## config.mk

```make
export PLATFORM = sky130hd
export DESIGN_NAME = control_unit_pipe_flat
export DESIGN_NICKNAME = d
export VERILOG_FILES = /design/src/rtl/control_unit_pipe_pkg.sv /design/src/rtl/control_unit_pipe_if.sv /design/src/rtl/control_unit_pipe_decode.sv /design/src/rtl/control_unit_pipe.sv /design/src/flat_wrapper.sv
export SDC_FILE = /design/constraint.sdc
export NUM_CORES = 1
export LEC_CHECK = 0
export CORE_UTILIZATION = 40
export CTS_BUF_LIST = sky130_fd_sc_hd__clkbuf_16
export DETAILED_ROUTE_END_ITERATION = 16
export PLACE_DENSITY = 0.73
export SYNTH_ARGS = -nofsm -noshare
export SYNTH_HDL_FRONTEND = slang
export SYNTH_SLANG_ARGS = --single-unit
```

## constraint.sdc

```tcl
create_clock -name clk -period 2.7 [get_ports clk]
set_input_delay 0.54 -clock clk [delete_from_list [all_inputs] [get_ports clk]]
set_output_delay 0.54 -clock clk [all_outputs]
set_load 0.005 [all_outputs]
```

## src/rtl/control_unit_pipe_pkg.sv

```systemverilog
// Shared constants, encodings and the control bundle type for the pipelined RV32
// control unit, plus small decode helpers used by the decoder and the stage register.
package ctrl_pkg;

    localparam logic [6:0] OPC_LUI    = 7'b0110111;
    localparam logic [6:0] OPC_AUIPC  = 7'b0010111;
    localparam logic [6:0] OPC_JAL    = 7'b1101111;
    localparam logic [6:0] OPC_JALR   = 7'b1100111;
    localparam logic [6:0] OPC_BRANCH = 7'b1100011;
    localparam logic [6:0] OPC_LOAD   = 7'b0000011;
    localparam logic [6:0] OPC_STORE  = 7'b0100011;
    localparam logic [6:0] OPC_OP_IMM = 7'b0010011;
    localparam logic [6:0] OPC_OP     = 7'b0110011;
    localparam logic [6:0] F7_MULDIV  = 7'b0000001;

    localparam int         ALU_OP_W   = 5;
    localparam logic [4:0] ALU_ADD    = 5'd0;
    localparam logic [4:0] ALU_SUB    = 5'd1;
    localparam logic [4:0] ALU_SLL    = 5'd2;
    localparam logic [4:0] ALU_SLT    = 5'd3;
    localparam logic [4:0] ALU_SLTU   = 5'd4;
    localparam logic [4:0] ALU_XOR    = 5'd5;
    localparam logic [4:0] ALU_SRL    = 5'd6;
    localparam logic [4:0] ALU_SRA    = 5'd7;
    localparam logic [4:0] ALU_OR     = 5'd8;
    localparam logic [4:0] ALU_AND    = 5'd9;
    localparam logic [4:0] ALU_PASSB  = 5'd10;
    localparam logic [4:0] ALU_M_BASE = 5'd16;

    typedef enum logic [2:0] {IMM_I = 3'd0, IMM_S = 3'd1, IMM_B = 3'd2, IMM_J = 3'd3, IMM_U = 3'd4} imm_src_e;
    typedef enum logic [1:0] {RES_ALU = 2'd0, RES_MEM = 2'd1, RES_PC4 = 2'd2} result_src_e;
    typedef enum logic [1:0] {MW_NONE = 2'd0, MW_BYTE = 2'd1, MW_HALF = 2'd2, MW_WORD = 2'd3} mem_write_e;

    typedef struct packed {
        logic        reg_write, alu_src, alu_a_pc, mem_read, branch, jump, illegal;
        mem_write_e  mem_write;
        result_src_e result_src;
        imm_src_e    imm_src;
        logic [2:0]  funct3;
        logic [4:0]  rd, rs1, rs2;
    } ctrl_bundle_t;

    // Shared ALU selection for OP and OP-IMM; only the register form has SUB.
    function automatic logic [4:0] base_alu(input logic [2:0] f3, input logic alt, input logic is_reg);
        case (f3)
            3'd0:    return (alt && is_reg) ? ALU_SUB : ALU_ADD;
            3'd1:    return ALU_SLL;
            3'd2:    return ALU_SLT;
            3'd3:    return ALU_SLTU;
            3'd4:    return ALU_XOR;
            3'd5:    return alt ? ALU_SRA : ALU_SRL;
            3'd6:    return ALU_OR;
            default: return ALU_AND;
        endcase
    endfunction

    function automatic logic reads_rs2(input logic [6:0] opc);
        return (opc == OPC_OP) || (opc == OPC_STORE) || (opc == OPC_BRANCH);
    endfunction

endpackage

```

## src/rtl/control_unit_pipe_if.sv

```systemverilog
// Upstream/downstream bundle of the ID/EX control stage: instruction handshake,
// flush, execute backpressure and the registered control outputs.
interface control_unit_pipe_if #(parameter int ALUCTRL_W = 6);
    import ctrl_pkg::*;

    logic                 in_valid, in_ready, flush, ex_ready, out_valid, hazard;
    logic [31:0]          instr;
    logic                 reg_write, alu_src, alu_a_pc, mem_read, branch, jump, illegal;
    mem_write_e           mem_write;
    result_src_e          result_src;
    imm_src_e             imm_src;
    logic [ALUCTRL_W-1:0] alu_control;
    logic [2:0]           funct3_q;
    logic [4:0]           rd_q, rs1_q, rs2_q;

    modport master (
        output in_valid, instr, flush, ex_ready,
        input  in_ready, out_valid, hazard, reg_write, alu_src, alu_a_pc, mem_read,
               branch, jump, illegal, mem_write, result_src, imm_src, alu_control,
               funct3_q, rd_q, rs1_q, rs2_q
    );

    modport slave (
        input  in_valid, instr, flush, ex_ready,
        output in_ready, out_valid, hazard, reg_write, alu_src, alu_a_pc, mem_read,
               branch, jump, illegal, mem_write, result_src, imm_src, alu_control,
               funct3_q, rd_q, rs1_q, rs2_q
    );
endinterface

```

## src/rtl/control_unit_pipe_decode.sv

```systemverilog
// Purely combinational RV32I(+M) instruction decoder producing the control bundle.
// Illegal encodings leave every control bit cleared apart from illegal itself.
module ctrl_decode
    import ctrl_pkg::*;
#(
    parameter int ALUCTRL_W = 6,
    parameter bit EN_M      = 1'b1
) (
    input  logic [31:0]          instr_i,
    output ctrl_bundle_t         ctrl_o,
    output logic [ALUCTRL_W-1:0] alu_control_o,
    output logic                 reads_rs2_o
);

    logic [4:0] alu_op;
    logic [2:0] f3;
    logic       alt;

    assign f3  = instr_i[14:12];
    assign alt = instr_i[30];

    always_comb begin
        ctrl_o        = '0;
        alu_op        = ALU_ADD;
        ctrl_o.funct3 = f3;
        ctrl_o.rd     = instr_i[11:7];
        ctrl_o.rs1    = instr_i[19:15];
        ctrl_o.rs2    = instr_i[24:20];
        case (instr_i[6:0])
            OPC_LUI: begin
                ctrl_o.reg_write = 1'b1; ctrl_o.alu_src = 1'b1;
                ctrl_o.imm_src   = IMM_U; alu_op = ALU_PASSB;
            end
            OPC_AUIPC: begin
                ctrl_o.reg_write = 1'b1; ctrl_o.alu_src = 1'b1; ctrl_o.alu_a_pc = 1'b1;
                ctrl_o.imm_src   = IMM_U;
            end
            OPC_JAL: begin
                ctrl_o.reg_write = 1'b1; ctrl_o.alu_src = 1'b1; ctrl_o.alu_a_pc = 1'b1;
                ctrl_o.jump      = 1'b1; ctrl_o.imm_src = IMM_J; ctrl_o.result_src = RES_PC4;
            end
            OPC_JALR: begin
                ctrl_o.reg_write = 1'b1; ctrl_o.alu_src = 1'b1; ctrl_o.jump = 1'b1;
                ctrl_o.imm_src   = IMM_I; ctrl_o.result_src = RES_PC4;
            end
            OPC_BRANCH: begin
                ctrl_o.branch = 1'b1; ctrl_o.imm_src = IMM_B; alu_op = ALU_SUB;
            end
            OPC_LOAD: begin
                ctrl_o.reg_write  = 1'b1; ctrl_o.alu_src = 1'b1; ctrl_o.mem_read = 1'b1;
                ctrl_o.result_src = RES_MEM;
            end
            OPC_STORE: begin
                ctrl_o.alu_src   = 1'b1; ctrl_o.imm_src = IMM_S;
                ctrl_o.mem_write = mem_write_e'(instr_i[13:12] + 2'd1);
            end
            OPC_OP_IMM: begin
                ctrl_o.reg_write = 1'b1; ctrl_o.alu_src = 1'b1;
                alu_op = base_alu(f3, alt, 1'b0);
            end
            OPC_OP: begin
                if (instr_i[31:25] == F7_MULDIV) begin
                    if (EN_M) begin
                        ctrl_o.reg_write = 1'b1;
                        alu_op = ALU_M_BASE | {2'b00, f3};
                    end else begin
                        ctrl_o.illegal = 1'b1;
                    end
                end else begin
                    ctrl_o.reg_write = 1'b1;
                    alu_op = base_alu(f3, alt, 1'b1);
                end
            end
            default: ctrl_o.illegal = 1'b1;
        endcase
    end

    assign alu_control_o = ALUCTRL_W'(alu_op);
    assign reads_rs2_o   = reads_rs2(instr_i[6:0]);

endmodule

```

## src/rtl/control_unit_pipe.sv

```systemverilog
// ID/EX control stage: decodes the incoming instruction, registers the bundle under
// a valid/ready handshake with flush, and inserts one bubble on a load-use hazard.
module control_unit_pipe
    import ctrl_pkg::*;
#(
    parameter int ALUCTRL_W = 6,   // must be at least 5 to hold the RV32M codes
    parameter bit EN_M      = 1'b1,
    parameter bit EN_HAZARD = 1'b1
) (
    input  logic               clk,
    input  logic               rst,
    control_unit_pipe_if.slave bus
);

    ctrl_bundle_t         dec, bundle_q, bundle_d;
    logic [ALUCTRL_W-1:0] dec_alu, alu_q, alu_d;
    logic                 valid_q, valid_d;
    logic                 dec_reads_rs2, rs_match, hazard, in_ready;

    ctrl_decode #(.ALUCTRL_W(ALUCTRL_W), .EN_M(EN_M)) u_decode (
        .instr_i       (bus.instr),
        .ctrl_o        (dec),
        .alu_control_o (dec_alu),
        .reads_rs2_o   (dec_reads_rs2)
    );

    assign rs_match = (bundle_q.rd == dec.rs1) || (dec_reads_rs2 && (bundle_q.rd == dec.rs2));
    assign hazard   = EN_HAZARD && valid_q && bundle_q.mem_read && (bundle_q.rd != 5'd0)
                      && rs_match && bus.in_valid;
    assign in_ready = (!valid_q || bus.ex_ready) && !hazard;

    always_comb begin
        valid_d  = valid_q;
        bundle_d = bundle_q;
        alu_d    = alu_q;
        // A flush drops any same-cycle instruction even though in_ready may be high.
        if (bus.flush || (hazard && bus.ex_ready)) begin
            valid_d  = 1'b0;
            bundle_d = '0;
            alu_d    = ALUCTRL_W'(ALU_ADD);
        end else if (bus.in_valid && in_ready) begin
            valid_d  = 1'b1;
            bundle_d = dec;
            alu_d    = dec_alu;
        end else if (valid_q && bus.ex_ready) begin
            valid_d  = 1'b0;
        end
    end

    always_ff @(posedge clk or negedge rst) begin
        if (!rst) begin
            valid_q  <= 1'b0;
            bundle_q <= '0;
            alu_q    <= ALUCTRL_W'(ALU_ADD);
        end else begin
            valid_q  <= valid_d;
            bundle_q <= bundle_d;
            alu_q    <= alu_d;
        end
    end

    assign bus.in_ready    = in_ready;
    assign bus.hazard      = hazard;
    assign bus.out_valid   = valid_q;
    assign bus.reg_write   = bundle_q.reg_write;
    assign bus.alu_src     = bundle_q.alu_src;
    assign bus.alu_a_pc    = bundle_q.alu_a_pc;
    assign bus.mem_read    = bundle_q.mem_read;
    assign bus.branch      = bundle_q.branch;
    assign bus.jump        = bundle_q.jump;
    assign bus.illegal     = bundle_q.illegal;
    assign bus.mem_write   = bundle_q.mem_write;
    assign bus.result_src  = bundle_q.result_src;
    assign bus.imm_src     = bundle_q.imm_src;
    assign bus.alu_control = alu_q;
    assign bus.funct3_q    = bundle_q.funct3;
    assign bus.rd_q        = bundle_q.rd;
    assign bus.rs1_q       = bundle_q.rs1;
    assign bus.rs2_q       = bundle_q.rs2;

endmodule

```

## src/flat_wrapper.sv

```systemverilog
// flat-port wrapper written by rule: the top's interface ports become plain ports
module control_unit_pipe_flat import ctrl_pkg::*;
#(
    parameter int ALUCTRL_W = 6,                                                
    parameter bit EN_M      = 1'b1,
    parameter bit EN_HAZARD = 1'b1
)
  (clk, rst, bus_in_valid, bus_instr, bus_flush, bus_ex_ready, bus_in_ready, bus_out_valid, bus_hazard, bus_reg_write, bus_alu_src, bus_alu_a_pc, bus_mem_read, bus_branch, bus_jump, bus_illegal, bus_mem_write, bus_result_src, bus_imm_src, bus_alu_control, bus_funct3_q, bus_rd_q, bus_rs1_q, bus_rs2_q);
  control_unit_pipe_if #(.ALUCTRL_W(ALUCTRL_W)) bus_i ();
  input  logic clk;
  input  logic rst;
  input wire logic [$bits(bus_i.in_valid)-1:0] bus_in_valid;
  input wire logic [$bits(bus_i.instr)-1:0] bus_instr;
  input wire logic [$bits(bus_i.flush)-1:0] bus_flush;
  input wire logic [$bits(bus_i.ex_ready)-1:0] bus_ex_ready;
  output wire logic [$bits(bus_i.in_ready)-1:0] bus_in_ready;
  output wire logic [$bits(bus_i.out_valid)-1:0] bus_out_valid;
  output wire logic [$bits(bus_i.hazard)-1:0] bus_hazard;
  output wire logic [$bits(bus_i.reg_write)-1:0] bus_reg_write;
  output wire logic [$bits(bus_i.alu_src)-1:0] bus_alu_src;
  output wire logic [$bits(bus_i.alu_a_pc)-1:0] bus_alu_a_pc;
  output wire logic [$bits(bus_i.mem_read)-1:0] bus_mem_read;
  output wire logic [$bits(bus_i.branch)-1:0] bus_branch;
  output wire logic [$bits(bus_i.jump)-1:0] bus_jump;
  output wire logic [$bits(bus_i.illegal)-1:0] bus_illegal;
  output wire logic [$bits(bus_i.mem_write)-1:0] bus_mem_write;
  output wire logic [$bits(bus_i.result_src)-1:0] bus_result_src;
  output wire logic [$bits(bus_i.imm_src)-1:0] bus_imm_src;
  output wire logic [$bits(bus_i.alu_control)-1:0] bus_alu_control;
  output wire logic [$bits(bus_i.funct3_q)-1:0] bus_funct3_q;
  output wire logic [$bits(bus_i.rd_q)-1:0] bus_rd_q;
  output wire logic [$bits(bus_i.rs1_q)-1:0] bus_rs1_q;
  output wire logic [$bits(bus_i.rs2_q)-1:0] bus_rs2_q;
  assign bus_i.in_valid = bus_in_valid;
  assign bus_i.instr = bus_instr;
  assign bus_i.flush = bus_flush;
  assign bus_i.ex_ready = bus_ex_ready;
  assign bus_in_ready = bus_i.in_ready;
  assign bus_out_valid = bus_i.out_valid;
  assign bus_hazard = bus_i.hazard;
  assign bus_reg_write = bus_i.reg_write;
  assign bus_alu_src = bus_i.alu_src;
  assign bus_alu_a_pc = bus_i.alu_a_pc;
  assign bus_mem_read = bus_i.mem_read;
  assign bus_branch = bus_i.branch;
  assign bus_jump = bus_i.jump;
  assign bus_illegal = bus_i.illegal;
  assign bus_mem_write = bus_i.mem_write;
  assign bus_result_src = bus_i.result_src;
  assign bus_imm_src = bus_i.imm_src;
  assign bus_alu_control = bus_i.alu_control;
  assign bus_funct3_q = bus_i.funct3_q;
  assign bus_rd_q = bus_i.rd_q;
  assign bus_rs1_q = bus_i.rs1_q;
  assign bus_rs2_q = bus_i.rs2_q;
  control_unit_pipe #(.ALUCTRL_W(ALUCTRL_W), .EN_M(EN_M), .EN_HAZARD(EN_HAZARD)) u_core (.clk(clk), .rst(rst), .bus(bus_i));
endmodule
```

* After elaboration in Yosys (flattened, before gate mapping) *
Cells that the tools add are included.

storage, ports and cells
  register bits = 39
  latch bits = 0
  memory bits (writable) = 0
  ROM bits = 0
  bits of input ports = 37
  output and inout bits = 41
  memories = 0

cells by class
  add/subtract/negate cells = 1
  multiply operators = 0
  div/mod/pow operators = 0
  $lt $le $gt $ge = 0
  eq/ne operators = 18
  shift-type cells = 0
  muxes and demuxes = 23
  bitwise operators = 0
  reduce and logical (&&, ||, !) cells = 26

operator list
  cell                                            number
  two-way mux 32 bit                              2
  one-hot mux 4 bit (7 select lines)              2
  == test 7 x 6 -> 1 bit (second input constant)  3
  == test 7 bit (second input constant)           3
  one-hot mux 5 bit (4 select lines)              1
  == test 7 x 5 -> 1 bit (second input constant)  2
  OR reduction 7 bit                              2
  two-way mux 1 bit                               12
  two-way mux 6 bit                               2
  one-hot mux 3 bit (4 select lines)              1
  == test 5 bit                                   2
  == test 3 bit (second input constant)           3
  logical AND 1 bit                               9
  OR reduction 9 bit                              1
  == test 7 x 1 -> 1 bit (second input constant)  1
  == test 7 x 2 -> 1 bit (second input constant)  1
  == test 3 x 2 -> 1 bit (second input constant)  2
  OR reduction 2 bit                              3
  logical OR 1 bit                                5
  two-way mux 5 bit                               1
  nonzero test 5 bit                              1
  one-hot mux 2 bit (2 select lines)              1
  == test 3 x 1 -> 1 bit (second input constant)  1
  zero test 3 bit                                 1
  other kinds (5)                                 6

* Logic depth before layout (Yosys ltp) *
Gate-level depths: netlist of run 1.

  depth in word-level cells = 12
  depth in mapped cells = 10
  mapped depth without buffers = 8

* Modules after synthesis *
Synthesis of run 1 repeated with hierarchy kept, for this count alone.

unflattened totals
  cell total of the unflattened synthesis = 209
  area, all modules = 2254.7 um^2

modules (own cells, without submodules)
  module             instances  cells each  area an instance (um^2)
  control_unit_pipe  1          113         1614.0
  ctrl_decode        1          96          640.6

* Worst setup path after synthesis of run 1 *
Ideal clock, no wire load.

  path type = input-to-output
  start = in bus_instr[1]
  end = out bus_in_ready
  arrival = 1.804 ns
  setup slack = 0.356 ns
  stages on the path = 6
  path buffers = 1
  cell sequence = nand2_2 > or3_4 > nor4_4 > o21ai_4 > clkbuf_1 > and2_1

between the ends
  longest elaborated chain between the ends = 9
  elaborated cells on any way between the ends = 11

RTL lines
  item                              RTL line                     RTL
  start, declared                   flat_wrapper.sv:13           input wire logic [$bits(bus_i.instr)-1:0] bus_instr;
  == test 7 x 6 -> 1 bit            control_unit_pipe_pkg.sv:58  return (opc == OPC_OP) || (opc == OPC_STORE) || (opc == OPC_BRANCH);
  logical OR 1 bit                  control_unit_pipe_pkg.sv:58
  logical OR 1 bit *                control_unit_pipe_pkg.sv:58
  logical AND 1 bit *               control_unit_pipe.sv:27      assign rs_match = (bundle_q.rd == dec.rs1) || (dec_reads_rs2 && (bundle_q.rd == dec.rs2));
  logical OR 1 bit *                control_unit_pipe.sv:27
  logical AND 1 bit * (2 in a row)  control_unit_pipe.sv:29      && rs_match && bus.in_valid;
  zero test 1 bit *                 control_unit_pipe.sv:30      assign in_ready = (!valid_q || bus.ex_ready) && !hazard;
  logical AND 1 bit *               control_unit_pipe.sv:30
  end, declared                     flat_wrapper.sv:16           output wire logic [$bits(bus_i.in_ready)-1:0] bus_in_ready;

Every way passes the cells marked *; elsewhere a longest branch is shown, timed or not.

* Worst setup path after layout of run 1 *
  start = in bus_instr[2]
  end = out bus_hazard

between the ends
  longest elaborated chain between the ends = 7
  elaborated cells on any way between the ends = 9

RTL lines
  item                              RTL line                     RTL
  == test 7 x 6 -> 1 bit            control_unit_pipe_pkg.sv:58
  logical OR 1 bit                  control_unit_pipe_pkg.sv:58
  logical OR 1 bit *                control_unit_pipe_pkg.sv:58
  logical AND 1 bit *               control_unit_pipe.sv:27
  logical OR 1 bit *                control_unit_pipe.sv:27
  logical AND 1 bit * (2 in a row)  control_unit_pipe.sv:29
  end, declared                     flat_wrapper.sv:18           output wire logic [$bits(bus_i.hazard)-1:0] bus_hazard;

Marks and branches as above.

==> flow_summary.ini, run 1 <==
[run_status]
status = completed

[critical_path]
critPathMaxFanout = 2
worst_ep_arrival_time_ns = 2.11
r2r_setup_slack_ns = 0.40
critPathCaptureType = output port
r2r_start = u_core.bus.rd_q[4]$_DFFE_PN0P_
critPathSlowestCell = or3_4
cpMostUsedCell = dlygate4sd2_1
required_ns = 2.16
worst-r2r-cell-count = 9
crit_path_cell_trace = dlygate4sd2_1, or3_4, nor4_4, o21ai_4, buf_4, inv_2, dlygate4sd2_1
cp_slowest_stage_delay_ns = 0.41
cp-start-kind = input port
r2r_end = u_core.bus.jump$_DFFE_PN0P_
crit_type = in -> out

[pwr]
clockPowerShare_pct = 43.3
total_power_mw = 1.51
sw_frac_of_total_pct = 24.5
leakage_nw = 1.41
p_int_mw = 1.14
power.density_nw_per_um2 = 449
p_seq_share_pct = 38.1
power_frac_comb_pct = 18.5
switching_power_uw = 369
ir_drop_v = 0.000307

[global_route]
grt_overflow = 0
track_usage_pct = 24.3
grt_pass1_vias = 2287
grt_pass1_wl_um = 11300
top_usage_layer = met2
grt_max_degree = 38
antenna_found_initial = 0
grtUsageMet1_pct = 32.6
grt_util_met2_pct = 38.9
met3_usage_pct = 4.91

[detailed_routing]
dr.pass1.iters = 5
drt_wl_total_um = 6850
dr_total_vias = 2400
routedWlPerCell_um = 16.2
drt_iter0_markers = 300
drc = 0
postRouteAntennaNets = 0
post_drt_via_cell_ratio = 5.67

[final_layout]
fin_nets = 393
antennaDiodeCount = 0
fin_cells = 423
drive_gt1_share_pct = 15.3
fill_cells = 455
final_area_um2 = 3360
area_growth_pct = 53.1

[clocking]
numClockSinks = 36
htree_levels = 2
clock_latency_ns = 0.28
cts-root-buf = clkbuf_16
clockBufferDepth = 2
numCtsBuffers = 5
cts.clk_slew.worst_paths_ns = 0.06
cts_tree = yes

[placed_design]
placed_area_um2 = 3170
pre_cts_ws_ns = -0.353
dp.cells = 411
dp_hpwl_um = 4910
portBuffers = 76
finalWeightedCongestion = 0.887

[sta]
fin_ws_ns = 0.0536
min_period_ns = 2.65
hold_viol = 0
setup_viol = 0
drv_slew = 0
fin_crit_sh_pct = 98.0
fmax_mhz = 378
rsz0062_at_grt = no
finalClockSkew_ns = 0.00303

[yosys]
syn_area_um2 = 2190
syn-num-nets = 298
syn_avg_cell_area_um2 = 8.54
ys.flop_type = dfrtp_1
yosysWarnings = 0
ys_ff_latch = 36
ys_top_cells_by_area = dfrtp_1, a21oi_1, nand3_1, o21ai_0, o21ai_1
synth_top_area_share_pct = 41.0
ys_seq_area_share_pct = 41.0
synthArstFlopShare_pct = 100
synthCells = 257
yosysUniqueCellTypes = 48
synth-edff-count = 0
yosysTopAreaCell = dfrtp_1

[run]
max-cap-violations = 0

[floorplanning]
core-area_um2 = 5200
die_area_um2 = 5790
dieWidth_um = 76.1
io_pins = 78
start_util_pct = 42.2
fp.dieH_um = 76.1
row_count = 26

[hold_path]
hp-start = u_core.bus.alu_control[3]$_DFFE_PN0P_
min_path_type = reg -> reg
hold_end = u_core.bus.alu_control[3]$_DFFE_PN0P_
holdPathStages = 2
==> worst max-delay path, delay by kind of cell <==
kind            cells  cell delay [ns]
compound gates      1             0.09
buf+inv             4             0.70
simple gates        2             0.77
==> cell type report <==
type,instances,area [µm²],share of cell area (%)
clock buffer,5,125,3.72
clock inverter,3,42.5,1.27
inverter,6,22.5,0.670
multi-input combinational,191,1150,34.2
sequential,36,901,26.8
tap,70,87.6,2.61
timing repair buffer,112,1030,30.7
==> synthesized netlist by cell type (all sizes together), types with 2 or more instances <==
cell / n
a211oi: 2
a21oi: 40
and2: 2
buf: 10
clkbuf: 14
dfrtp: 36
ha: 4
inv: 6
nand2: 9
nand2b: 3
nand3: 28
nand4: 9
nor2: 11
nor3: 4
nor3b: 2
nor4: 2
o21ai: 37
o22ai: 2
o31ai: 2
or3: 3
or4: 4
xnor2: 6
xor2: 5
==> worst max path at each step <==
stage,end,startpoint,cells past startpoint
after floorplan,bus_in_ready,bus_instr[1],6
after global placement,bus_in_ready,bus_instr[5],7
after detailed placement,bus_in_ready,bus_instr[1],7
after CTS,bus_in_ready,bus_instr[1],8
after global routing,bus_hazard,bus_instr[2],7
final,bus_hazard,bus_instr[2],7
==> power groups by stage <==
stage	combinational (mW)	clock (mW)	sequential, mW
CTS	0.278	0.663	0.575
detailed placement	0.282	0	0.585
finish	0.279	0.653	0.575
global route	0.303	0.681	0.578
floorplan	0.113	0	0.584
global placement	0.279	0	0.584
==> kinds of logic after synthesis <==
kind of cell / count (synthesis) / share of synthesized area (%)
other: 1 / 0.171
flip-flops: 36 / 41.0
AO/OA/AOI/OAI: 94 / 24.2
buffers and inverters: 30 / 6.96
AND/OR/NAND/NOR: 80 / 20.5
XOR/XNOR: 11 / 4.39
multiplexers: 1 / 0.456
adder cells (fa/ha/maj): 4 / 2.28
==> timing repair <==
action                                  4_1_cts  5_1_grt
buffers inserted                              4        0
cloned                                        0        0
hold buffers                                  0        0
pin swaps                                     6        3
resized for setup                            24        3
endpoints found under the setup margin        2        2
==> stage by stage <==
step / setup TNS [ns] / hold WS, ns / utilization, %
floorplan: 0 / 0.244 / -
global placement: -0.985 / 0.529 / 60.8
detailed placement: -1.24 / 0.529 / 60.8
CTS: 0 / 0.541 / 64.5
global route: 0 / 0.555 / 64.5
finish: 0 / 0.538 / 64.5
==> sequential cells by signal (all words and copies together) (netlist names) <==
signal	cells
u_core.bus.alu_a_pc	1
u_core.bus.alu_control	5
u_core.bus.alu_src	1
u_core.bus.branch	1
u_core.bus.funct3_q	3
u_core.bus.illegal	1
u_core.bus.imm_src	3
u_core.bus.jump	1
u_core.bus.mem_read	1
u_core.bus.mem_write	2
u_core.bus.out_valid	1
u_core.bus.rd_q	5
u_core.bus.reg_write	1
u_core.bus.rs1_q	5
u_core.bus.rs2_q	5
==> routing by layer <==
layer / vias to the layer above / share of wire, %
li1: 1130 / -
met1: 1137 / 43
met2: 113 / 48
met3: 20 / 5.9
met4: 0 / 2.5
met5: - / 0
==> cell usage in the layout, fill, tap and decap left out, types with 2 or more instances in the layout <==
master,n
clkdlybuf4s50_1,59
a21oi_1,40
dfrtp_1,36
buf_4,34
nand3_1,28
o21ai_0,19
o21ai_1,17
dlygate4sd2_1,13
nor2_1,11
nand4_1,9
nand2_1,8
xnor2_1,6
inv_1,5
xor2_1,5
clkbuf_16,5
or4_1,4
ha_1,4
nor3_1,3
nand2b_1,3
and2_1,2
nor3b_1,2
or3_1,2
a211oi_1,2
o22ai_1,2
o31ai_1,2
clkdlybuf4s15_2,2
Power figures use the tool's default switching activity.
==> inputs of run 2 (changes only) <==
--- a/config.mk
+++ b/config.mk
@@ -7,6 +7,7 @@
 export LEC_CHECK = 0
 export CORE_UTILIZATION = 40
 export CTS_BUF_LIST = sky130_fd_sc_hd__clkbuf_16
+export CTS_CLUSTER_SIZE = 8
 export DETAILED_ROUTE_END_ITERATION = 16
 export PLACE_DENSITY = 0.73
 export SYNTH_ARGS = -nofsm -noshare
==> constraint.sdc (replaced) <==
create_clock -name clk -period 2.6 [get_ports clk]
set_input_delay 0.52 -clock clk [delete_from_list [all_inputs] [get_ports clk]]
set_output_delay 0.52 -clock clk [all_outputs]
set_load 0.005 [all_outputs]
==> flow_summary.ini, run 2 (synthesis gave the netlist of run 1 again) <==
[run_status]
status = completed

[clocking]
cts_hold_buf = 0
numCtsBuffers = 5
cts_tree = yes
cts-root-buf = clkbuf_16
clock_latency_ns = 0.27
clockBufferDepth = 2
numClockSinks = 36
cts.clk_slew.worst_paths_ns = 0.05
htree_levels = 2

[detailed_routing]
routedWlPerCell_um = 16.2
dr.pass1.iters = 5
drt_wl_total_um = 6900
postRouteAntennaNets = 0
post_drt_via_cell_ratio = 5.66
drc = 0
dr_total_vias = 2404
drt_iter0_markers = 213

[critical_path]
r2r_start = u_core.bus.rd_q[2]$_DFFE_PN0P_
required_ns = 2.08
crit_type = in -> out
worst_ep_arrival_time_ns = 2.03
critPathCaptureType = output port
critPathMaxFanout = 2
r2r_end = u_core.bus.illegal$_DFFE_PN0P_
r2r_setup_slack_ns = 0.34
cp-start-kind = input port
worst-r2r-cell-count = 9

[hold_path]
hold_end = u_core.bus.rs1_q[3]$_DFFE_PN0P_
hp-start = u_core.bus.rs1_q[3]$_DFFE_PN0P_
holdPathStages = 2
min_path_type = reg -> reg

[sta]
setup_viol = 0
fin_ws_ns = 0.0503
min_period_ns = 2.55
rsz0062_at_grt = yes
tns_ns = 0
fmax_mhz = 392
finalClockSkew_ns = 0.00250
hold_viol = 0
hold-worst-slack_ns = 0.539
fin_crit_sh_pct = 98.1
drv_slew = 0

[global_route]
grt_pass1_wl_um = 11400
antenna_found_initial = 0
track_usage_pct = 24.8
grt_max_degree = 38
grt_pass1_vias = 2236
grt_overflow = 0

[final_layout]
final_cell_mix = clkdlybuf4s50_1, a21oi_1, buf_4, dfrtp_1, nand3_1
area_growth_pct = 52.4
antennaDiodeCount = 0
fin_nets = 395
final_common_cell = clkdlybuf4s50_1
drive_gt1_share_pct = 14.9

[pwr]
power.density_nw_per_um2 = 432
leakage_nw = 1.41
ir_drop_v = 0.000344

[placed_design]
dp_hpwl_um = 4950
pre_cts_ws_ns = -0.418
finalWeightedCongestion = 0.905
portBuffers = 76

[floorplanning]
die_area_um2 = 5790
io_pins = 78
core-area_um2 = 5200
start_util_pct = 42.2
dieWidth_um = 76.1
fp.dieH_um = 76.1
row_count = 26

[run]
max-cap-violations = 0
[run 2: worst max path at each step]
stage,from,end
5_1_grt,bus_instr[19],u_core.bus.jump$_DFFE_PN0P_
3_3_place_gp,bus_instr[1],bus_in_ready
4_1_cts,bus_instr[1],bus_hazard
6_report,bus_instr[1],bus_hazard
2_1_floorplan,bus_instr[1],bus_in_ready
3_5_place_dp,bus_instr[5],bus_in_ready
[run 2: layout make-up]
cell class	count	area [µm²]
multi-input cells	191	1150
flip-flops and latches	36	901
fillers	450	1860
clock buffers	5	125
well taps	70	87.6
clock inverters	3	11.3
repair buffers	114	1050
inverters	6	22.5
[run 2: worst max-delay path: stages]
cell and delay [ns]:
clkdlybuf4s15_2 0.19, nand2_2 0.05, or3_4 0.40, nor4_4 0.34, o21ai_4 0.10, buf_4 0.14, inv_2 0.06, dlygate4sd2_1 0.23
[run 2: metrics by stage]
step	util [%]	std cells	power, mW	instance area, µm²
global placement	61.1	413	0.897	3180
floorplan	-	257	0.724	2190
finish	64.3	425	1.44	3340
CTS	64.2	425	1.44	3340
global route	64.3	425	1.50	3340
detailed placement	61.1	413	0.902	3180
[run 2: per-layer routing]
| metal | up-vias | part of all wire [%] | routed length (µm) | track usage, % |
|---|---|---|---|---|
| met4 | 0 | 0.94 | 65 | 5.77 |
| met3 | 6 | 4.9 | 338 | 4.19 |
| met5 | - | 0 | 0 | 0 |
| li1 | 1131 | - | - | - |
| met2 | 83 | 49 | 3400 | 40.3 |
| met1 | 1184 | 45 | 3090 | 34.7 |
[run 2: what timing repair did]
action / in CTS / in global routing
setup endpoints to repair: 2 / 3
resized for setup: 24 / 2
endpoints found under the hold margin: 0 / 0
buffers inserted: 4 / 0
pin swaps: 6 / 2
[run 2: where the power goes]
group	switching (mW)	internal [mW]
combinational	0.140	0.153
sequential	0.0164	0.581
clock	0.209	0.344
total	0.366	1.08
